**src/rtl/fir_coeff_ctrl.sv**
```systemverilog
// Coefficient shadow/active bank controller that drains the FIR pipeline before swapping banks.
// Optional FIR_COEFF_READBACK_EN adds a registered shadow-bank read port (rd_addr/rd_data).
module fir_coeff_ctrl #(
  parameter int NUM_TAPS = 8,
  parameter int COEFF_W  = 32,
  parameter int DATA_W   = 32,
  parameter int PIPE_LAT = 1
) (
  input  logic                          clk,
  input  logic                          reset,
  input  logic                          cfg_valid,
  output logic                          cfg_ready,
  input  logic [$clog2(NUM_TAPS)-1:0]   cfg_addr,
  input  logic [COEFF_W-1:0]            cfg_data,
  input  logic                          cfg_commit,
  output logic                          commit_done,
  output logic                          busy,
  input  logic                          s_valid,
  output logic                          s_ready,
  input  logic [DATA_W-1:0]             s_data,
  output logic [DATA_W-1:0]             fir_x,
  output logic [NUM_TAPS*COEFF_W-1:0]   coeff_active,
  output logic                          y_valid,
  output logic [1:0]                    dbg_state
`ifdef FIR_COEFF_READBACK_EN
  ,
  input  logic [$clog2(NUM_TAPS)-1:0]   rd_addr,
  output logic [COEFF_W-1:0]            rd_data
`endif
);

  localparam int AW = $clog2(NUM_TAPS);
  localparam int VL = 1 + PIPE_LAT;
  localparam logic [AW-1:0] LAST = AW'(NUM_TAPS - 1);
  localparam logic [AW:0]   NT   = (AW + 1)'(NUM_TAPS);

  typedef enum logic [1:0] {
    RUN   = 2'd0,
    DRAIN = 2'd1,
    SWAP  = 2'd2
  } state_t;

  state_t              state_q, state_d;
  logic [AW-1:0]       drain_cnt_q;
  logic [AW-1:0]       fill_cnt_q;
  logic [VL-1:0]       vld_sr_q;
  logic [COEFF_W-1:0]  shadow_q [NUM_TAPS];
  logic [COEFF_W-1:0]  active_q [NUM_TAPS];
  logic                primed;
  logic                cfg_wr;
  logic                s_take;
  logic                vld_in;

  // Handshakes: a write or sample transfers on a cycle where valid and ready are both high;
  // ready depends only on FSM state, never on valid, and is high only in RUN.
  assign primed = (fill_cnt_q == LAST);
  assign cfg_wr = cfg_valid && cfg_ready && ({1'b0, cfg_addr} < NT);
  assign s_take = s_valid && s_ready;
  assign vld_in = s_take && primed;

  assign dbg_state = state_q;
  assign y_valid   = vld_sr_q[VL-1];

  always_comb begin
    state_d   = state_q;
    cfg_ready = 1'b0;
    s_ready   = 1'b0;
    busy      = 1'b0;
    case (state_q)
      RUN: begin
        cfg_ready = 1'b1;
        s_ready   = 1'b1;
        if (cfg_commit) state_d = DRAIN;
      end
      DRAIN: begin
        busy = 1'b1;
        if (drain_cnt_q == LAST) state_d = SWAP;
      end
      SWAP: begin
        busy    = 1'b1;
        state_d = RUN;
      end
      default: state_d = RUN;
    endcase
  end

  always_ff @(posedge clk) begin
    if (reset) begin
      state_q     <= RUN;
      drain_cnt_q <= '0;
      fill_cnt_q  <= '0;
      vld_sr_q    <= '0;
      fir_x       <= '0;
      commit_done <= 1'b0;
    end else begin
      state_q     <= state_d;
      commit_done <= (state_q == SWAP);
      // The filter advances every clock, so idle and drain cycles push zeros.
      fir_x       <= s_take ? s_data : '0;
      if (state_q == DRAIN && drain_cnt_q != LAST)
        drain_cnt_q <= drain_cnt_q + AW'(1);
      else
        drain_cnt_q <= '0;
      if (state_q == SWAP) begin
        fill_cnt_q <= '0;
        vld_sr_q   <= '0;
      end else begin
        if (state_q == RUN && !primed) fill_cnt_q <= fill_cnt_q + AW'(1);
        vld_sr_q <= (vld_sr_q << 1) | VL'(vld_in);
      end
    end
  end

  always_ff @(posedge clk) begin
    if (reset) begin
      for (int k = 0; k < NUM_TAPS; k++) begin
        shadow_q[k] <= COEFF_W'(k == 0);
        active_q[k] <= COEFF_W'(k == 0);
      end
    end else begin
      if (cfg_wr) shadow_q[cfg_addr] <= cfg_data;
      // Shadow keeps its contents after the swap so the host can edit incrementally.
      if (state_q == SWAP) begin
        for (int k = 0; k < NUM_TAPS; k++) active_q[k] <= shadow_q[k];
      end
    end
  end

  for (genvar k = 0; k < NUM_TAPS; k++) begin : g_flat
    assign coeff_active[k*COEFF_W +: COEFF_W] = active_q[k];
  end

`ifdef FIR_COEFF_READBACK_EN
  always_ff @(posedge clk) begin
    if (reset) rd_data <= '0;
    else       rd_data <= ({1'b0, rd_addr} < NT) ? shadow_q[rd_addr] : '0;
  end
`endif

endmodule

```
**config.mk**
```make
export PLATFORM = sky130hd
export DESIGN_NAME = fir_coeff_ctrl
export DESIGN_NICKNAME = d
export VERILOG_FILES = /design/src/rtl/fir_coeff_ctrl.sv
export SDC_FILE = /design/constraint.sdc
export NUM_CORES = 1
export LEC_CHECK = 0
export CORE_MARGIN = 3
export CORE_UTILIZATION = 35
export DETAILED_ROUTE_END_ITERATION = 8
export GPL_TIMING_DRIVEN = 0
export HOLD_SLACK_MARGIN = 0.05
export MAX_ROUTING_LAYER = met4
export SLEW_MARGIN = 20
export SYNTH_ARGS = -nofsm -noshare
export SYNTH_HDL_FRONTEND = slang
export SYNTH_SLANG_ARGS = --single-unit
```
**constraint.sdc**
```tcl
create_clock -name clk -period 10.9 [get_ports clk]
set_input_delay 2.18 -clock clk [delete_from_list [all_inputs] [get_ports clk]]
set_output_delay 2.18 -clock clk [all_outputs]
set_load 0.03 [all_outputs]
```
==> results.md <==
- Layout cells sized above 1: ~7.6%
- Placed instance count: 2344
- CTS Buf Count: a little under 60
- Synthesized area: ~20000 um2
- Final Hold Viols: 0
- Overall power: approximately 0.0049 W
- Final Non-Filler Cells: around 2.5k
- Max Root-Sink Buffers: 3
- Sink Count: 555
- Worst skew pair latency: between 0.6 and 0.7 ns
- Wire per inst: roughly 20 um
- WP data arrival: ~2.3 ns
- Critical path capture point: s_ready
- Pwr dens: 182 nW/um2
- Chip width: between 200 and 250 um
- Routed WL: approximately 50 mm
- Gpl congestion: between 0.7 and 0.8
- Fmax: 223 MHz
- Ys Warns: 0
- Critical Path Source: dbg_state[1]$_SDFFE_PP0P_
- Worst R2R End: shadow_q[0][28]$_SDFFCE_PN0P_
- Final WS setup: 6.41 ns
- Core Area: between 50000 and 60000 um2
- Cts hold-fix bufs: 0
- TritonCTS clock tree: done
- VDD IR max: between 0.0001 and 0.00015 V
- MaxCap Viol Count: 0
- RSZ-0062 raised after global routing: no
- Die area: ~61000 um2
- Min Tclk post-route: around 4.5 ns
- Drc violations: 0
- Setup CP Type: reg -> out
- First-pass DRT Iterations: 4
- Gr ovfl total: 0
- CTS root buf: clkbuf_16
- Worst rel slew slack: 36.5%
- Post-CTS setup buffer count: 0
- Initial DRC Count: 570
- Area grow syn2layout: 32.1%
- Place WS: about 5.9 ns
- Worst path slowest cell: clkdlybuf4s50_1
- Via count: around 11k
- Gr usage total: between 10% and 20%
- Average instance area after synthesis: approximately 17 um2
- Mapped Cells: between 1k and 1.5k
- Cts repair resizes: 0
- Slew Viols, Final: 0
- Finished Core Util: between 40% and 50%
- Clk slew on worst S/H paths: roughly 0.06 ns
- Period utilisation layout: 41.2%
- Worst-path fanout max: 9
- Initial antenna violation count: 3
- Port-buffer cells: 366
- Netlist cell types: 31
- Pin count of the biggest net entering global routing: 56
- Worst reg2reg path depth: 5
- Final antenna-violating net count: 0
- Crit end category: output pin
- Reg-to-reg slack, setup: about 8.0 ns
- Reg2reg start: dbg_state[1]$_SDFFE_PP0P_
- Register bit total from synthesis: between 500 and 600
- Clk_skew: between 0.02 and 0.025 ns
- Crit path cell chain: inv_1 > ha_1 > buf_4 > clkdlybuf4s50_1
- Status: completed
- Final HPWL DP: around 35 mm
- LEAKAGE: approximately 9.9 nW
- Final setup fails: 0
- Sum Neg Setup Slack: 0 ns
- Crit path launch type: flip-flop
- H-tree depth: 2
- Row Count: 87
- Net count after synthesis: 1297
- Global-route wire length before repair: ~70 mm
- Critical Path RT: between 8 and 9 ns
- Seq/Total Area, Yosys: approximately 80%
- Final net count: 1728
- Vias per std cell: approximately 4.4
- Worst Tran Pin Value: between 0.9 and 1 ns
- IO Count: ~370
- Height of the die: 247 um
- Initial Util: roughly 36%
- Vias in the first global route: about 11k
- Worst Hold Class: reg -> reg
- Max incr delay on CP: 0.66 ns
==> worst min path at each step <==
stage,startpoint,to,slack [ns],cells after the start
global route,vld_sr_q[0]$_SDFF_PP0_,vld_sr_q[1]$_SDFF_PP0_,0.43,2
CTS,vld_sr_q[0]$_SDFF_PP0_,vld_sr_q[1]$_SDFF_PP0_,0.41,2
finish,vld_sr_q[0]$_SDFF_PP0_,vld_sr_q[1]$_SDFF_PP0_,0.41,2
floorplan,vld_sr_q[0]$_SDFF_PP0_,vld_sr_q[1]$_SDFF_PP0_,0.39,2
global placement,vld_sr_q[0]$_SDFF_PP0_,vld_sr_q[1]$_SDFF_PP0_,0.42,2
detailed placement,vld_sr_q[0]$_SDFF_PP0_,vld_sr_q[1]$_SDFF_PP0_,0.40,2
==> area by class of cell <==
class / instances / area, um2
inverters: 4 / 15.0
clock inverters: 26 / 225
repair buffers: 371 / 3790
clock buffers: 80 / 1560
diodes: 7 / 17.5
plain buffers: 59 / 279
fillers: 4882 / 30000
flip-flops and latches: 555 / 16200
well taps: 756 / 946
multi-input cells: 599 / 3840
==> state kept, by name (all words and copies together) (netlist names) <==
name and count:
shadow_q 256, active_q 256, fill_cnt_q 3, commit_done 1, vld_sr_q 2, dbg_state 2, fir_x 32, drain_cnt_q 3
==> critical path: cells and delay by family (launching register included) <==
family	cells	cell delay (ns)
flops	1	0.33
buf+inv	3	0.96
fa+ha+maj	1	0.42
==> synthesized netlist by cell type <==
cell,count,share of area [%]
nand4bb_2,1,0.080
and2_1,480,15
a21oi_1,2,0.049
nand3b_1,1,0.037
nand2b_2,1,0.043
nor2b_1,66,2.0
nor3_1,1,0.025
buf_2,4,0.098
nand3_1,2,0.049
buf_4,1,0.037
edfxtp_1,512,75
or2_2,9,0.28
buf_6,3,0.17
clkbuf_1,33,0.61
mux2i_1,2,0.098
a211oi_1,1,0.037
or2b_1,1,0.037
ha_1,8,0.49
nor2_2,4,0.12
dfxtp_1,43,4.2
nand2b_1,3,0.092
nor4_4,2,0.21
a21o_1,1,0.037
xnor2_1,1,0.043
nor2_1,7,0.13
clkbuf_2,18,0.44
inv_1,4,0.074
nor3_2,2,0.098
nand2b_4,1,0.068
nand4b_1,1,0.043
nand2_1,2,0.037
==> through the flow <==
step / cell area (um2) / hold slack, ns
6_report: 26900 / 0.412
5_1_grt: 26900 / 0.432
4_1_cts: 26900 / 0.415
3_5_place_dp: 25100 / 0.403
3_3_place_gp: 25000 / 0.416
2_1_floorplan: 20400 / 0.394
==> power by group <==
part | switching [W] | total [W] | internal, W
Clock | 0.000799 | 0.00187 | 0.00107
Combinational | 0.000329 | 0.000517 | 0.000188
Sequential | 0.0000400 | 0.00250 | 0.00246
Total | 0.00117 | 0.00489 | 0.00372
==> layer usage <==
| layer | GRT usage, % | vias to the layer above | wire length, um |
|---|---|---|---|
| met4 | 5.68 | 0 | 1510 |
| met1 | 20.1 | 5379 | 20400 |
| met3 | 3.97 | 84 | 3410 |
| met5 | - | - | 0 |
| met2 | 27.4 | 336 | 24600 |
| li1 | - | 5087 | - |
==> layout by cell type (no fill, tap or decap), types with 2 or more instances in the layout <==
master,count
edfxtp_1,512
and2_1,480
clkdlybuf4s50_1,366
nor2b_1,66
clkbuf_16,58
clkbuf_1,51
dfxtp_1,43
clkbuf_2,18
clkinv_1,11
or2_2,9
ha_1,8
diode_2,7
nor2_1,7
inv_1,4
buf_2,4
nor2_2,4
clkinv_2,4
nand2b_1,3
buf_6,3
inv_6,3
bufinv_16,3
clkbuf_8,3
clkinvlp_4,3
buf_16,3
nor3_2,2
nor4_4,2
nand2_1,2
a21oi_1,2
mux2i_1,2
nand3_1,2
buf_12,2
==> cells by family (layout without fill, tap and decap cells) <==
| kind of cell | Yosys count | in the layout | share of synthesized area, % |
|---|---|---|---|
| AND/OR/NAND/NOR | 584 | 584 | 18.1 |
| flip-flops | 555 | 555 | 79.7 |
| buffers and inverters | 63 | 540 | 1.43 |
| adder cells (fa/ha/maj) | 8 | 8 | 0.491 |
| AO/OA/AOI/OAI | 4 | 4 | 0.123 |
| multiplexers | 2 | 2 | 0.0983 |
| XOR/XNOR | 1 | 1 | 0.0430 |
| other | 0 | 7 | 0 |
Power figures use the tool's default switching activity.
==> variant 1 (same flow settings) <==
Register the output `dbg_state` once more, with the module's reset; this adds one clock of latency there. The other outputs are not delayed to match.
--- a/src/rtl/fir_coeff_ctrl.sv
+++ b/src/rtl/fir_coeff_ctrl.sv
@@ -58,7 +58,13 @@
   assign s_take = s_valid && s_ready;
   assign vld_in = s_take && primed;
 
-  assign dbg_state = state_q;
+  always_ff @(posedge clk) begin
+    if (reset) begin
+      dbg_state <= '0;
+    end else begin
+      dbg_state <= state_q;
+    end
+  end
   assign y_valid   = vld_sr_q[VL-1];
 
   always_comb begin
Behaviour: not the same (a bounded check fails within 4 cycles, from zero or initial values and one cycle with reset high).
==> variant 1 against the original RTL <==
Register-to-register slack got worse by 0.19 ns; largest power group unchanged; cell area is 0.79% higher; worst setup slack worse by 0.0075 ns; wire length grew 2.6%; first-iteration DRC count decreased by 11%; clock skew is 0.0026 ns higher; area after synthesis about the same; sequential cell count is 2 higher; critical path type is now input pin to flop; total power is 4.2% higher.
==> variant 1: results (changes against the original RTL) <==
- Leak: 9.966 nW (+0.94%)
- Setup ws final: 6.400 ns (-0.007520 ns)
- Fillers: 4905 (+0.47%)
- Worst VDD drop: 0.0001205 V (+4.3%)
- Slew @ Worst Pin: 1.080 ns (+0.1275 ns)
- Critical Path AT: 4.96 ns (+2.65 ns)
- Number of global-route vias before repair: 10936 (-2.2%)
- Layout cells sized above 1: 7.588% (+0.032 points)
- Placed instance count: 2347 (+0.13%)
- Post-synthesis xor/xnor area fraction: 0.04298% (about the same)
- Post-DP Area: 25110 µm² (about the same)
- Post-synthesis mux area share: 0.1535% (+0.055 points)
- Wire per inst: 20.82 µm (+2.4%)
- DP Worst Slack: 5.652 ns (-0.2288 ns)
- Final net count: 1731 (+0.17%)
- Run status: completed
- First-pass GRT wire length: 72730 µm (+2.0%)
- Synth Area in Adders: 0.4912% (about the same)
- Final GP Congestion: 0.7481 (-1.2%)
- Worst Clk Skew: 0.02604 ns (+0.002602 ns)
- Initial antenna violation count: 4 (+1)
- Iteration-0 DRC Markers: 508 (-11%)
- Synth cell types: 30 (-3.2%)
- Synth area leaders: edfxtp_1 (75%), and2_1 (15%), dfxtp_1 (4.4%), nor2b_1 (2.1%), clkbuf_1 (0.76%)
- Dpl hpwl: 35160 µm (-0.30%)
## variant 1: cell count changes in the layout (fill, tap and decap cells not counted), sizes merged, moves of 2 or more
cell,before,now
buf,13,8
clkbuf,131,142
bufinv,3,7
dfxtp,43,45
clkinv,17,12
nor2,11,13
## variant 1: layer usage
layer	share of wire (%)	vias up	track usage, %
met5	0	-	-
met4	1.8	0	3.879
met3	7.8	62	4.880
met2	49	357	28.06
met1	42	5266	21.00
li1	-	5088	-
## variant 1: area by class of cell
cell class	count	area, µm²	share of cell area (%)
Antenna cell	6	15.01	0.05535
Buffer	59	256.5	0.9456
Clock buffer	86	1702	6.273
Clock inverter	23	300.3	1.107
Inverter	4	15.01	0.05535
Multi-Input combinational cell	600	3836	14.14
Sequential cell	557	16280	60.00
Tap cell	756	945.9	3.487
Timing Repair Buffer	371	3779	13.93
## variant 1: worst paths after layout
| kind | startpoint | to | cells after the start | slack (ns) |
|---|---|---|---|---|
| setup / recovery | reset | active_q[0][56] | 5 | 6.40 |
| hold / removal | vld_sr_q[0] | vld_sr_q[1] | 2 | 0.43 |
| setup reg to reg | state_q[0] | shadow_q[0][30] | 5 | 7.77 |
| hold reg to reg | vld_sr_q[0] | vld_sr_q[1] | 2 | 0.43 |
## variant 1: power groups by stage
stage / logic (W) / clock network, W / registers, W
2_1_floorplan: 0.000107 / 0 / 0.00273
3_3_place_gp: 0.000528 / 0 / 0.00259
3_5_place_dp: 0.000541 / 0 / 0.00256
4_1_cts: 0.000542 / 0.00210 / 0.00251
5_1_grt: 0.000562 / 0.00218 / 0.00252
6_report: 0.000532 / 0.00205 / 0.00251
## variant 1: critical path: stages
cell	delay [ns]
clkdlybuf4s50_1	0.50
nor2b_1	0.71
clkbuf_1	0.87
clkbuf_1	0.46
and2_1	0.22
==> variant 2 (same flow settings) <==
Without the edit above. Change the parameter `PIPE_LAT` from 1 to 0.
--- a/src/rtl/fir_coeff_ctrl.sv
+++ b/src/rtl/fir_coeff_ctrl.sv
@@ -4,7 +4,7 @@
   parameter int NUM_TAPS = 8,
   parameter int COEFF_W  = 32,
   parameter int DATA_W   = 32,
-  parameter int PIPE_LAT = 1
+  parameter int PIPE_LAT = 0
 ) (
   input  logic                          clk,
   input  logic                          reset,
Function: no difference found for any inputs over 4 cycles, from zero or initial values and one cycle with reset high; that may be too few to reach the edited logic, so the function may still have changed.
==> variant 2 against the original RTL <==
First-iteration DRC count decreased by 6.3%; non-clock buffer count unchanged; area after synthesis increased by 0.52%; highest routed layer unchanged; worst setup slack got worse by 0.35 ns; sequential cell count decreased by 1; cell area increased by 0.42%; total power increased by 0.38%; wire length increased by 2.4%.
==> variant 2: results (changes against the original RTL) <==
- Run status: completed
- CP max stage delay: 0.84 ns (+0.18 ns)
- Register area share after synthesis: 79.20% (-0.51 points)
- Synth Area in Adders: 0.4889% (-0.0025 points)
- Worst VDD drop: 0.0001281 V (+11%)
- Synth cell types: 32 (+3.2%)
- GRT overflow: 0 (unchanged)
- Iteration-0 DRC Markers: 534 (-6.3%)
- Layout cells sized above 1: 7.820% (+0.26 points)
- Met1 usage: 20.85% (+0.80 points)
- Critical Path AT: 5.06 ns (+2.75 ns)
- Final net count: 1723 (-0.29%)
- Met3 wire len: 3238 µm (-5.1%)
- Initial antenna violation count: 1 (-2)
- Largest delay contributor family on the critical path: buffers and inverters
- First-pass GRT wire length: 72470 µm (+1.6%)
- Synth area leaders: edfxtp_1 (75%), and2_1 (15%), dfxtp_1 (4.1%), nor2b_1 (2.0%), buf_6 (0.66%)
- Synth Area in Compound Gates: 0.1222% (-0.00063 points)
- Commonest cells post-synth: edfxtp_1 (512), and2_1 (476), nor2b_1 (66)
- Slowest CP cell: or2_2
- Number of global-route vias before repair: 11131 (-0.45%)
- Vias per std cell: 4.426 (-0.11%)
- Final wirelength: 51130 µm (+2.4%)
- Post-Syn Area per Cell: 16.87 µm² (+0.76%)
- Switch share: 23.64% (-0.25 points)
- Met2 routed WL: 25340 µm (+2.9%)
- Post-synthesis mux area share: 0.09778% (-0.00050 points)
- Drt pass-1 iters: 5 (+1)
- Largest net degree at the start of global routing: 54 (-3.6%)
- CTS buffer count: 56 (-3.4%)
- Wire per inst: 20.83 µm (+2.4%)
- Placed instance count: 2350 (+0.26%)
- Met3 Use GR: 4.116% (+0.15 points)
- Slew @ Worst Pin: 1.088 ns (+0.1353 ns)
- Worst Clk Skew: 0.01472 ns (-0.008719 ns)
- Post-synthesis xor/xnor area fraction: 0.04278% (-0.00022 points)
- Max-capacitance violation count: 0 (unchanged)
- Met2 GRT Util: 27.64% (+0.22 points)
- Final GP Congestion: 0.7767 (+2.6%)
- Met1 Routed Length: 21500 µm (+5.4%)
- Post-CTS Setup Inserts: 0 (unchanged)
- Aggregate global-route resource usage: 16.87% (+0.27 points)
- Worst-path maximum fanout: 32 (+23)
- Post-synth net total: 1294 (-0.23%)
- Post-synth EDFFs: 512 (unchanged)
- Leak: 9.926 nW (+0.52%)
- IO Port Bufs: 366 (unchanged)
- Dpl hpwl: 34610 µm (-1.8%)
variant 2: cell families after synthesis:
family          after synthesis
simple gates                583
flops                       554
buf+inv                      62
fa+ha+maj                     8
compound gates                4
mux                           2
xor+xnor                      1
variant 2: power groups by stage:
stage	clock, W	sequential [W]	combinational (W)
6_report	0.00189	0.00249	0.000523
5_1_grt	0.00201	0.00250	0.000553
4_1_cts	0.00193	0.00250	0.000534
3_5_place_dp	0	0.00254	0.000533
3_3_place_gp	0	0.00257	0.000517
2_1_floorplan	0	0.00271	0.000108
variant 2: final timing paths:
kind | startpoint | endpoint | slack [ns] | cells after the start
worst max-delay path | reset | shadow_q[1][21] | 6.06 | 5
worst min-delay path | drain_cnt_q[0] | drain_cnt_q[0] | 0.44 | 1
worst max register to register | dbg_state[1] | shadow_q[1][21] | 7.93 | 5
worst min register to register | drain_cnt_q[0] | drain_cnt_q[0] | 0.44 | 1
variant 2: layout make-up:
cell class | instances | area [µm²]
multi-input cells | 598 | 3918
fillers | 5071 | 30780
diodes | 2 | 5.005
flip-flops and latches | 554 | 16220
inverters | 3 | 11.26
repair buffers | 371 | 3786
clock inverters | 25 | 260.3
clock buffers | 78 | 1536
well taps | 765 | 957.2
plain buffers | 59 | 336.6
variant 2: metrics by stage:
stage | hold WS [ns] | setup TNS [ns] | cell area (µm²) | utilization [%] | setup slack (ns)
after global placement | 0.4214 | -829.56 | 25100 | 43.41 | -3.226
after global routing | 0.4519 | 0 | 27020 | 46.74 | 5.893
after detailed placement | 0.4319 | 0 | 25220 | 43.63 | 5.260
after CTS | 0.4411 | 0 | 27020 | 46.74 | 5.918
final | 0.4368 | 0 | 27030 | 46.75 | 6.059
after floorplan | 0.4084 | 0 | 20470 | - | 0.7053
